**src/rtl/regfile_access_ctrl_pkg.sv**
```systemverilog
`default_nettype none
// ============================================================================
// Module      : regfile_access_ctrl_pkg
// Description : Shared widths, read-FSM state encoding and helpers for the
//               register-file access controller.
// Revision    : 1.0 - initial release
// ============================================================================
package regfile_access_ctrl_pkg;

    localparam int REG_AW = 5;
    localparam int DATA_W = 32;

    typedef enum logic [1:0] {
        S_IDLE = 2'd0,
        S_WAIT = 2'd1,
        S_RESP = 2'd2
    } rd_state_t;

    // A write to register 0 is discarded when dropping is enabled.
    function automatic logic drop_write(input logic drop_r0, input logic [REG_AW-1:0] reg_addr);
        return drop_r0 && (reg_addr == '0);
    endfunction

endpackage
`default_nettype wire

```
**src/rtl/regfile_wb_fifo.sv**
```systemverilog
`default_nettype none
// ============================================================================
// Module      : regfile_wb_fifo
// Description : Synchronous FIFO buffering writeback requests {reg, data}.
// Revision    : 1.0 - initial release
// ============================================================================
module regfile_wb_fifo #(
    parameter int DEPTH = 4,
    parameter int WIDTH = 37
) (
    input  logic                     clock,
    input  logic                     reset_n,
    input  logic                     push,
    input  logic [WIDTH-1:0]         push_data,
    input  logic                     pop,
    output logic [WIDTH-1:0]         head_data,
    output logic                     full,
    output logic                     empty,
    output logic [$clog2(DEPTH):0]   count
);

    localparam int PW = $clog2(DEPTH);

    logic [WIDTH-1:0] r_mem [DEPTH];
    logic [PW-1:0]    r_wr_ptr;
    logic [PW-1:0]    r_rd_ptr;
    logic [PW:0]      r_count;
    logic             w_push;
    logic             w_pop;

    assign full      = (r_count == (PW+1)'(DEPTH));
    assign empty     = (r_count == '0);
    assign count     = r_count;
    assign head_data = r_mem[r_rd_ptr];
    assign w_push    = push && !full;
    assign w_pop     = pop && !empty;

    // Storage carries no reset; only pointers and occupancy define validity.
    always_ff @(posedge clock) begin
        if (w_push) begin
            r_mem[r_wr_ptr] <= push_data;
        end
    end

    always_ff @(posedge clock or negedge reset_n) begin
        if (!reset_n) begin
            r_wr_ptr <= '0;
            r_rd_ptr <= '0;
            r_count  <= '0;
        end else begin
            if (w_push) begin
                r_wr_ptr <= PW'(r_wr_ptr + 1'b1);
            end
            if (w_pop) begin
                r_rd_ptr <= PW'(r_rd_ptr + 1'b1);
            end
            if (w_push && !w_pop) begin
                r_count <= (PW+1)'(r_count + 1'b1);
            end else if (!w_push && w_pop) begin
                r_count <= (PW+1)'(r_count - 1'b1);
            end
        end
    end

endmodule
`default_nettype wire

```
**src/rtl/regfile_access_ctrl.sv**
```systemverilog
`default_nettype none
// ============================================================================
// Module      : regfile_access_ctrl
// Description : Register-file initiator: buffered writebacks, one outstanding
//               read with a backpressured response, read-after-write ordering.
// Revision    : 1.0 - initial release
// ============================================================================
module regfile_access_ctrl
    import regfile_access_ctrl_pkg::*;
#(
    parameter int FIFO_DEPTH = 4,
    parameter int DROP_R0    = 1
) (
    input  logic                           clock,
    input  logic                           reset_n,
    input  logic                           wb_valid,
    output logic                           wb_ready,
    input  logic [REG_AW-1:0]              wb_reg,
    input  logic [DATA_W-1:0]              wb_data,
    input  logic                           rd_valid,
    output logic                           rd_ready,
    input  logic [REG_AW-1:0]              rd_rr1,
    input  logic [REG_AW-1:0]              rd_rr2,
    output logic                           rsp_valid,
    input  logic                           rsp_ready,
    output logic [DATA_W-1:0]              rsp_data1,
    output logic [DATA_W-1:0]              rsp_data2,
    output logic                           rf_regwrite,
    output logic [REG_AW-1:0]              rf_wr,
    output logic [DATA_W-1:0]              rf_write_data,
    output logic [REG_AW-1:0]              rf_rr1,
    output logic [REG_AW-1:0]              rf_rr2,
    input  logic [DATA_W-1:0]              rf_rdata1,
    input  logic [DATA_W-1:0]              rf_rdata2,
    output logic [$clog2(FIFO_DEPTH):0]    wb_count
);

    localparam int WB_W = REG_AW + DATA_W;

    rd_state_t          r_state;
    rd_state_t          w_next;
    logic               w_full;
    logic               w_empty;
    logic [WB_W-1:0]    w_head;
    logic               w_push;
    logic               w_issue;
    logic               w_rd_ready;
    logic [REG_AW-1:0]  r_rr1;
    logic [REG_AW-1:0]  r_rr2;
    logic [DATA_W-1:0]  r_rsp_data1;
    logic [DATA_W-1:0]  r_rsp_data2;

    // A waiting read blocks new writes so the FIFO can drain ahead of it.
    assign wb_ready = !w_full && !rd_valid;
    assign w_push   = wb_valid && wb_ready && !drop_write(DROP_R0 != 0, wb_reg);

    regfile_wb_fifo #(
        .DEPTH (FIFO_DEPTH),
        .WIDTH (WB_W)
    ) u_wb_fifo (
        .clock     (clock),
        .reset_n   (reset_n),
        .push      (w_push),
        .push_data ({wb_reg, wb_data}),
        .pop       (!w_empty),
        .head_data (w_head),
        .full      (w_full),
        .empty     (w_empty),
        .count     (wb_count)
    );

    assign rf_regwrite   = !w_empty;
    assign rf_wr         = w_head[DATA_W +: REG_AW];
    assign rf_write_data = w_head[DATA_W-1:0];

    always_comb begin
        w_next     = r_state;
        w_rd_ready = 1'b0;
        w_issue    = 1'b0;
        case (r_state)
            S_IDLE: begin
                w_rd_ready = (wb_count == '0);
                if (rd_valid && w_rd_ready) begin
                    w_issue = 1'b1;
                    w_next  = S_WAIT;
                end
            end
            S_WAIT: begin
                w_next = S_RESP;
            end
            S_RESP: begin
                if (rsp_ready) begin
                    w_next = S_IDLE;
                end
            end
            default: begin
                w_next = S_IDLE;
            end
        endcase
    end

    assign rd_ready  = w_rd_ready;
    assign rsp_valid = (r_state == S_RESP);
    assign rsp_data1 = r_rsp_data1;
    assign rsp_data2 = r_rsp_data2;

    // The issuing cycle presents the new addresses; otherwise the last issued pair is held.
    assign rf_rr1 = w_issue ? rd_rr1 : r_rr1;
    assign rf_rr2 = w_issue ? rd_rr2 : r_rr2;

    always_ff @(posedge clock or negedge reset_n) begin
        if (!reset_n) begin
            r_state     <= S_IDLE;
            r_rr1       <= '0;
            r_rr2       <= '0;
            r_rsp_data1 <= '0;
            r_rsp_data2 <= '0;
        end else begin
            r_state <= w_next;
            if (w_issue) begin
                r_rr1 <= rd_rr1;
                r_rr2 <= rd_rr2;
            end
            if (r_state == S_WAIT) begin
                r_rsp_data1 <= rf_rdata1;
                r_rsp_data2 <= rf_rdata2;
            end
        end
    end

endmodule
`default_nettype wire
```
**config.mk**
```make
export PLATFORM = sky130hd
export DESIGN_NAME = regfile_access_ctrl
export DESIGN_NICKNAME = d
export VERILOG_FILES = /design/src/rtl/regfile_access_ctrl_pkg.sv /design/src/rtl/regfile_wb_fifo.sv /design/src/rtl/regfile_access_ctrl.sv
export SDC_FILE = /design/constraint.sdc
export NUM_CORES = 1
export LEC_CHECK = 0
export CAP_MARGIN = 15
export CELL_PAD_IN_SITES_DETAIL_PLACEMENT = 1
export CELL_PAD_IN_SITES_GLOBAL_PLACEMENT = 1
export CORE_MARGIN = 5
export CORE_UTILIZATION = 40
export DETAILED_ROUTE_END_ITERATION = 6
export GPL_ROUTABILITY_DRIVEN = 0
export GPL_TIMING_DRIVEN = 0
export PLACE_DENSITY_LB_ADDON = 0.1
export SLEW_MARGIN = 40
export SYNTH_ARGS = -nofsm -noshare
export SYNTH_HDL_FRONTEND = slang
export SYNTH_SLANG_ARGS = --single-unit
```
**constraint.sdc**
```tcl
create_clock -name clock -period 5.1 [get_ports clock]
set_input_delay 1.275 -clock clock [delete_from_list [all_inputs] [get_ports clock]]
set_output_delay 1.275 -clock clock [all_outputs]
set_load 0.02 [all_outputs]
```
==> results.toml <==
[run_status]
status = "finished clean"

[cts]
clock_latency_ns = 0.51
cts_sinks = 231
cts_tree = "built"
postCtsHoldBufs = 0
cts_buffers = 26
cts_resized = 0
cts_setup_buffers = 0
clk_path_buf_depth = 3
htree_num_levels = 1
cts-root-buf = "clkbuf_16"
path_clk_slew_ns = 0.05

[pwr]
p_comb_frac = 0.405
power.density_mw_per_mm2 = 616
net-switching-power_mw = 2.36
pwr-share-clk = 0.236
p_leak_nw = 4.40
ir_drop_uv = 310
p_int_mw = 5.10
p_seq_frac = 0.359
p_total_mw = 7.46
sw_frac_of_total = 0.316

[placement]
hpwl_um = 14000
place_inst = 904
place_ws_ns = 0.806
port_buffers = 233

[timing]
final-hold-violation-count = 0
rsz0062_at_grt = "no"
setup_ws_ns = 0.838
fin_crit_ns = 4.26
max_slew.worst_pin.slew_ns = 0.674
slew_viol_final = 0
fin_crit_sh = 0.836
fin_skew_ns = 0.0136
clock.fmax_mhz = 235
finalSetupViolCount = 0
relSlewSlack = 0.551

[routing]
drt-met1-wl_um = 7540
drtIter0Drc = 153
drc = 0
wl_met2_um = 10200
dr.pass1.iters = 4
avgRoutedWirePerCell_um = 21.3
vias = 4680
top_layer = "met4"
routed_wl_um = 20200
wl_met3_um = 2220
drtAntennaViolNets = 0
viasPerCell = 4.92

[worst_hold_path]
holdPathStages = 1
hp-start = "r_rr2[3]"
hold_path_class = "flop to flop"
holdPathEnd = "r_rr2[3]"

[floorplan]
num_rows = 53
start_util = 0.406
dieWidth_um = 156
core-area_mm2 = 0.0211
dieArea_mm2 = 0.0244
io_pins = 234
die_h_um = 156

[final_layout]
antenna_cells = 0
fin_nets = 779
drive_above_1_share = 0.253
layout_common_cells = "232 x clkdlybuf4s50_1, 148 x edfxtp_1, 83 x dfrtp_1"
layout_commonest_cell = "clkdlybuf4s50_1"
areaGrowthSynthToFinish_pct = 41.3
multiInputGateArea_mm2 = 0.00195
nFillCells = 1876
fin_cells = 952
register_area_mm2 = 0.00652

[synthesis]
synthTopCellsByArea = "edfxtp_1 52%, dfrtp_1 24%, mux2_2 9.9%, mux4_2 9.7%, buf_2 0.76%"
ys_seq_area_frac = 0.761
synthMuxAreaShare = 0.198
synth_xor_area_frac = 0.00613
synth_cell_type_count = 24
synthAdderAreaFrac = 0.00964
synth_area_mm2 = 0.00857
netlist_instances = 395
yosysWarnings = 0
synth_top_family_by_area = "multiplexers"
syn_nets = 517
yosys.area_share.simple = 0.0104
synth_top_area_cell = "edfxtp_1"
synth-seq-cells = 231
yosysTopAreaCellShare = 0.519
postSynthAreaPerCell_um2 = 21.7
synth-compound-area-share = 0.00321

[worst_setup_path]
endpoint_kind = "output port"
critical_path_class = "input pin to output port"
slowest_delay_ns = 0.56
worstPathRequired_ns = 3.83
rr_worst_depth = 9
cp.arrival_ns = 2.99
r2r_start = "u_wb_fifo.count[0]"
crit_slowest_cell = "clkdlybuf4s50_1"
reg2reg_setup_slack_ns = 2.81
crit_fanout = 10
cp_common_cell = "clkdlybuf4s50_1"
path_cells = "clkdlybuf4s50_1 > nand3_1 > buf_2 > mux2_2 > clkdlybuf4s50_1"
start_kind = "input pin"
r2r-end = "u_wb_fifo.count[2]"

[global_route]
grt_pass1_wl_um = 31200
grt_max_degree = 57
grt_pass1_vias = 5551
grt_usage = 0.165
gr-total-overflow = 0
antenna_found_initial = 0

[job]
max-cap-violations = 0
[per-layer routing]
metal  vias up  track usage
met2       179        0.285
li1       2068            -
met5         -            0
met1      2412        0.191
met3        21       0.0736
met4         0       0.0331
[cell type report]
cell class / count / area share
buffer: 16 / 0.00662
clock buffer: 47 / 0.0678
clock inverter: 1 / 0.000413
inverter: 6 / 0.00186
multi-input combinational: 142 / 0.161
sequential: 231 / 0.539
tap: 275 / 0.0284
timing repair buffer: 234 / 0.195
[cell families after synthesis]
logic type | after synthesis
buffers and inverters | 22
multiplexers | 113
AND/OR/NAND/NOR | 14
adder cells (fa/ha/maj) | 6
XOR/XNOR | 6
AO/OA/AOI/OAI | 3
flip-flops | 231
[sequential cells by signal, summed over array words and instances, names as in the netlist]
signal and cells:
u_wb_fifo.r_mem 148, rsp_data1 32, rsp_data2 32, r_rr1 5
r_rr2 5, u_wb_fifo.count 3, r_state 2, u_wb_fifo.r_rd_ptr 2
u_wb_fifo.r_wr_ptr 2
[synthesized netlist by cell type (all sizes together)]
cell / number
edfxtp: 148
dfrtp: 83
mux2: 76
mux4: 37
buf: 14
inv: 6
ha: 5
and2: 4
xnor2: 4
nor2: 3
clkbuf: 2
nand2b: 2
nor3: 2
xor2: 2
a21oi: 1
fa: 1
nand2: 1
nand3: 1
o211a: 1
o21ai: 1
or4: 1
[metrics by stage]
stage,hold slack (ns),setup TNS [ns],instance area (µm²),utilization
after floorplan,0.535,0,8570,-
after global placement,0.481,-21.70,11200,0.533
after detailed placement,0.482,0,11300,0.535
after CTS,0.494,0,12100,0.574
after global routing,0.508,0,12100,0.574
final,0.489,0,12100,0.574
[how the worst max path moves through the flow]
| stage | to | slack [ns] | start |
|---|---|---|---|
| 6_report | rf_rr1[2] | 0.84 | rd_valid |
| 5_1_grt | rf_rr1[2] | 0.76 | rd_valid |
| 4_1_cts | rf_rr1[2] | 0.81 | rd_valid |
| 3_5_place_dp | rf_rr1[2] | 0.81 | rd_valid |
| 3_3_place_gp | r_rr1[4] | -0.27 | reset_n |
| 2_1_floorplan | rf_rr1[0] | 1.87 | rd_valid |
[power groups by stage]
| stage | clock, mW | combinational [mW] | sequential (mW) |
|---|---|---|---|
| finish | 1.76 | 3.02 | 2.68 |
| detailed placement | 0 | 3.07 | 2.72 |
| global placement | 0 | 3.03 | 2.68 |
| CTS | 1.82 | 3.09 | 2.69 |
| floorplan | 0 | 1.29 | 3.01 |
| global route | 1.90 | 3.21 | 2.73 |
[worst max-delay path, delay by kind of cell]
| kind | cells | cell delay [ns] |
|---|---|---|
| AND/OR/NAND/NOR | 1 | 0.10 |
| multiplexers | 1 | 0.38 |
| buffers and inverters | 3 | 1.24 |
Note: power is estimated with default switching activity, not from simulation.
